### src/rtl/stage_step_gate.sv
// rtl/stage_step_gate.sv - per-stage ready release gate with bypass, single-step and breakpoint modes
// Holds FSM ready pulses per stage and releases them on step commands; also merges stage done pulses.
module stage_step_gate #(
  parameter int NUM_STAGES = 9,
  parameter int CNT_W      = 16
) (
  input  logic                  clock,
  input  logic                  reset,
  input  logic [1:0]            mode,
  input  logic [NUM_STAGES-1:0] bp_mask,
  input  logic [NUM_STAGES-1:0] ready_in,
  input  logic [NUM_STAGES-1:0] stage_done,
  input  logic                  step_go,
  input  logic                  step_all,
  input  logic                  clr_status,
  output logic [NUM_STAGES-1:0] ready_out,
  output logic [NUM_STAGES-1:0] pending,
  output logic                  halted,
  output logic                  done_any,
  output logic                  overflow,
  output logic [CNT_W-1:0]      step_count
);

  localparam int SUM_W = CNT_W + 6;

  logic [NUM_STAGES-1:0] gateMask;
  logic [NUM_STAGES-1:0] held;
  logic [NUM_STAGES-1:0] lowestHeld;
  logic [NUM_STAGES-1:0] relSel;
  logic [NUM_STAGES-1:0] relVec;
  logic [NUM_STAGES-1:0] pendingNext;
  logic [NUM_STAGES-1:0] ovfHit;
  logic [5:0]            relCount;
  logic [SUM_W-1:0]      countSum;
  logic [CNT_W-1:0]      countNext;

  always_comb begin
    gateMask = '1;
    case (mode)
      2'b00:   gateMask = '0;
      2'b10:   gateMask = bp_mask;
      default: gateMask = '1;
    endcase

    held = pending | (ready_in & gateMask);

    // Scan from the top so the last hit left standing is the lowest index.
    lowestHeld = '0;
    for (int i = NUM_STAGES - 1; i >= 0; i--) begin
      if (held[i]) begin
        lowestHeld    = '0;
        lowestHeld[i] = 1'b1;
      end
    end

    relSel = '0;
    if (mode == 2'b00)  relSel = pending;
    else if (step_all)  relSel = held;
    else if (step_go)   relSel = lowestHeld;

    relVec      = relSel | (ready_in & ~gateMask);
    pendingNext = held & ~relSel;
    ovfHit      = ready_in & pending & gateMask & ~relSel;

    relCount = '0;
    for (int i = 0; i < NUM_STAGES; i++) begin
      relCount = relCount + {5'b0, relVec[i]};
    end

    countSum = {6'b0, step_count} + {{CNT_W{1'b0}}, relCount};
    if (|countSum[SUM_W-1:CNT_W]) countNext = '1;
    else                          countNext = countSum[CNT_W-1:0];
  end

  always_ff @(posedge clock) begin
    if (reset) begin
      ready_out  <= '0;
      pending    <= '0;
      halted     <= 1'b0;
      done_any   <= 1'b0;
      overflow   <= 1'b0;
      step_count <= '0;
    end else begin
      ready_out  <= relVec;
      pending    <= pendingNext;
      halted     <= |pendingNext;
      done_any   <= |stage_done;
      // A fresh overflow outranks a same-cycle clear.
      overflow   <= (|ovfHit) | (overflow & ~clr_status);
      step_count <= clr_status ? '0 : countNext;
    end
  end

endmodule

### config.mk
export PLATFORM = sky130hd
export DESIGN_NAME = stage_step_gate
export DESIGN_NICKNAME = d
export VERILOG_FILES = /design/src/rtl/stage_step_gate.sv
export SDC_FILE = /design/constraint.sdc
export NUM_CORES = 1
export LEC_CHECK = 0
export CORE_MARGIN = 4
export CORE_UTILIZATION = 40
export DETAILED_ROUTE_END_ITERATION = 7
export DONT_BUFFER_PORTS = 1
export SYNTH_ARGS = -nofsm -noshare
export SYNTH_HDL_FRONTEND = slang
export SYNTH_SLANG_ARGS = --single-unit
### constraint.sdc
create_clock -name clock -period 13.65 [get_ports clock]
set_input_delay 2.73 -clock clock [delete_from_list [all_inputs] [get_ports clock]]
set_output_delay 2.73 -clock clock [all_outputs]
set_load 0.02 [all_outputs]
==> reports/metrics.yaml <==
status: "finished, final reports clean"
htreeDepth: 2
numCtsBuffers: 5
finalCritPeriodShare_pct: 53.0
dp_hpwl_um: 4300
viasPerCell: 5.79
post_drt_wl_per_cell_um: 16.9
ys_async_sr_fraction_pct: 0
vias: 1927
path_max_fanout: 21
skew_ns: 0.00970
yosysSeqAreaShare_pct: 33.0
leakagePower_nw: 0.888
rsz0062_at_grt: "false"
drive_gt1_share_pct: 7.66
max-cap-violations: 0
holdCritPathClass: "reg2reg"
synth-edff-count: 0
critPathKind: "in2reg"
cp-start-kind: "input pin"
grt_util_all_layers_pct: 16.4
core.rowCount: 27
synth_ff_type: "dfxtp_1"
critPathCaptureType: "flop"
syn_nets: 311
io_buffers: 0
post-route-drc-count: 0
syn_inst: 265
setup_tns_ns: 0
setup_violations: 0
layout_commonest_cell: "dfxtp_1"
cts_tree: "yes"
fmax_mhz: 138
hp-start: "pending[7]"
min_path_cells: 2
wl_met1_um: 2500
start_util_pct: 41.0
grt_max_degree: 24
routed_wirelength_um: 5620
ys_ff_latch: 37
yosysUniqueCellTypes: 54
slew_headroom_pct: 63.8
gr-total-overflow: 0
antennaDiodeCount: 0
cts.sinks: 37
power.density_nw_per_um2: 136
ios: 71
worstMarginPinSlew_ns: 0.542
wl_met2_um: 2450
required_ns: 13.84
ant_nets: 0
hold_end: "ready_out[7]"
post_cts_resize_count: 0
fin_cells: 333
grt_pass1_wl_um: 9270
antenna_found_initial: 0
place_congestion: 0.930
finalCriticalPeriod_ns: 7.24
ir_drop_v: 0.0000623
fp.dieW_um: 82.9
syn_area_um2: 2250
area_growth_pct: 6.46
critPathArrivalTime_ns: 7.42
die_h_um: 82.9
postCtsSetupBuffers: 0
worstReg2RegStart: "pending[0]"
place_inst: 325
final_cell_mix: "37 x dfxtp_1, 30 x a21oi_1, 24 x nor2_1, 19 x nand2_1, 13 x inv_1"
layout.nets: 306
worstSkewPairLatency_ns: 0.30
worstRegToRegCells: 18
clk_path_buf_depth: 2
grt_pass1_vias: 1856
finalHoldViolations: 0
clockRootBuffer: "clkbuf_8"
r2r-end: "step_count[13]"
drt_iter0_drc: 124
slew_violations: 0
cts.clk_slew.worst_paths_ns: 0.08
postCtsHoldBufs: 0
yosys_warnings: 0
syn_avg_cell_area_um2: 8.48
die-area_um2: 6880
dr_wl_met3_um: 576
drt_first_pass_iters: 4
ff2ff_setup_slack_ns: 8.47
routed.top_layer: "met4"
coreArea_um2: 5470
-- power by group --
group | internal, mW | switching (mW) | total [mW]
registers | 0.116 | 0.0147 | 0.130
logic | 0.0431 | 0.0502 | 0.0933
clock network | 0.0594 | 0.0421 | 0.102
total | 0.218 | 0.107 | 0.325
-- synth_stat cells, drive strengths merged (2+ instances only) --
cell / count / area (um^2)
dfxtp: 37 / 741
a21oi: 34 / 193
nor2: 24 / 90.1
nand2: 19 / 71.3
inv: 13 / 48.8
a21o: 9 / 67.6
nand3: 9 / 45.0
clkbuf: 8 / 30.0
nor3: 8 / 40.0
fa: 6 / 120
ha: 6 / 75.1
or2: 5 / 31.3
xor2: 5 / 43.8
a22oi: 4 / 30.0
and2: 4 / 26.3
and3: 4 / 25.0
buf: 4 / 35.0
mux2i: 4 / 40.0
nor2b: 4 / 25.0
o21ai: 4 / 20.0
xnor2: 4 / 35.0
a31oi: 3 / 18.8
nand2b: 3 / 18.8
nand4: 3 / 18.8
nor4: 3 / 18.8
nor4b: 3 / 26.3
o21bai: 3 / 22.5
o22a: 3 / 26.3
or3: 3 / 18.8
a2111oi: 2 / 17.5
a211o: 2 / 17.5
a211oi: 2 / 15.0
a41oi: 2 / 36.3
maj3: 2 / 20.0
nand4b: 2 / 17.5
o22ai: 2 / 12.5
o311ai: 2 / 17.5
o32a: 2 / 20.0
or4: 2 / 15.0
-- worst max-delay path by stage --
| stage | slack (ns) | cells past startpoint | startpoint | end |
|---|---|---|---|---|
| 5_1_grt | 6.02 | 18 | mode[1] | step_count[13] |
| 6_report | 6.41 | 18 | mode[1] | step_count[13] |
| 2_1_floorplan | 6.33 | 20 | mode[0] | step_count[14] |
| 4_1_cts | 6.42 | 18 | mode[1] | step_count[13] |
| 3_5_place_dp | 6.12 | 18 | mode[1] | step_count[13] |
| 3_3_place_gp | 6.21 | 18 | mode[1] | step_count[13] |
-- worst max-delay path, cell delays in order --
cell	delay [ns]
a21o_1	0.18
a21oi_1	0.43
and2_2	0.29
a41oi_4	0.12
or2_1	0.24
and2_1	0.15
fa_1	0.46
fa_1	0.49
inv_1	0.05
fa_1	0.44
ha_1	0.22
fa_1	0.40
a21o_1	0.19
a21oi_1	0.28
or4_1	0.46
nand2_1	0.10
mux2i_1	0.14
nor2_1	0.05
-- cells by family (layout without fill, tap and decap cells) --
logic type      count (synthesis)  count (layout)  synth area share (%)
mux                             4               4                  1.78
flops                          37              37                  33.0
xor+xnor                        9               9                  3.51
fa+ha+maj                      14              14                  9.58
compound gates                 79              79                  24.8
buf+inv                        25              21                  5.07
simple gates                   97              97                  22.2
-- flip-flops by register name, summed over array words and instances, names as in the netlist --
register and count:
pending 9, ready_out 9, done_any 1, overflow 1
step_count 16, halted 1
-- metal layers --
layer,track usage (%),up-vias
met4,5.35,0
met2,24.3,79
met5,0,-
met1,21.8,890
met3,6.25,9
li1,-,949
-- cell type report --
cell class	instances	area (um^2)
fillers	541	3080
flip-flops and latches	37	741
clock buffers	6	82.6
multi-input cells	203	1390
well taps	72	90.1
inverters	13	48.8
clock inverters	2	37.5
-- through the flow --
step | instance area [um^2] | hold WS, ns | util (%) | worst slack (ns) | power [mW]
3_3_place_gp | 2270 | 0.628 | 41.5 | 6.21 | 0.227
2_1_floorplan | 2250 | 0.597 | - | 6.33 | 0.212
3_5_place_dp | 2270 | 0.635 | 41.5 | 6.12 | 0.228
4_1_cts | 2390 | 0.650 | 43.7 | 6.42 | 0.331
6_report | 2390 | 0.653 | 43.7 | 6.41 | 0.325
5_1_grt | 2390 | 0.694 | 43.7 | 6.02 | 0.348
No activity file was read; power rests on OpenSTA's default activity.
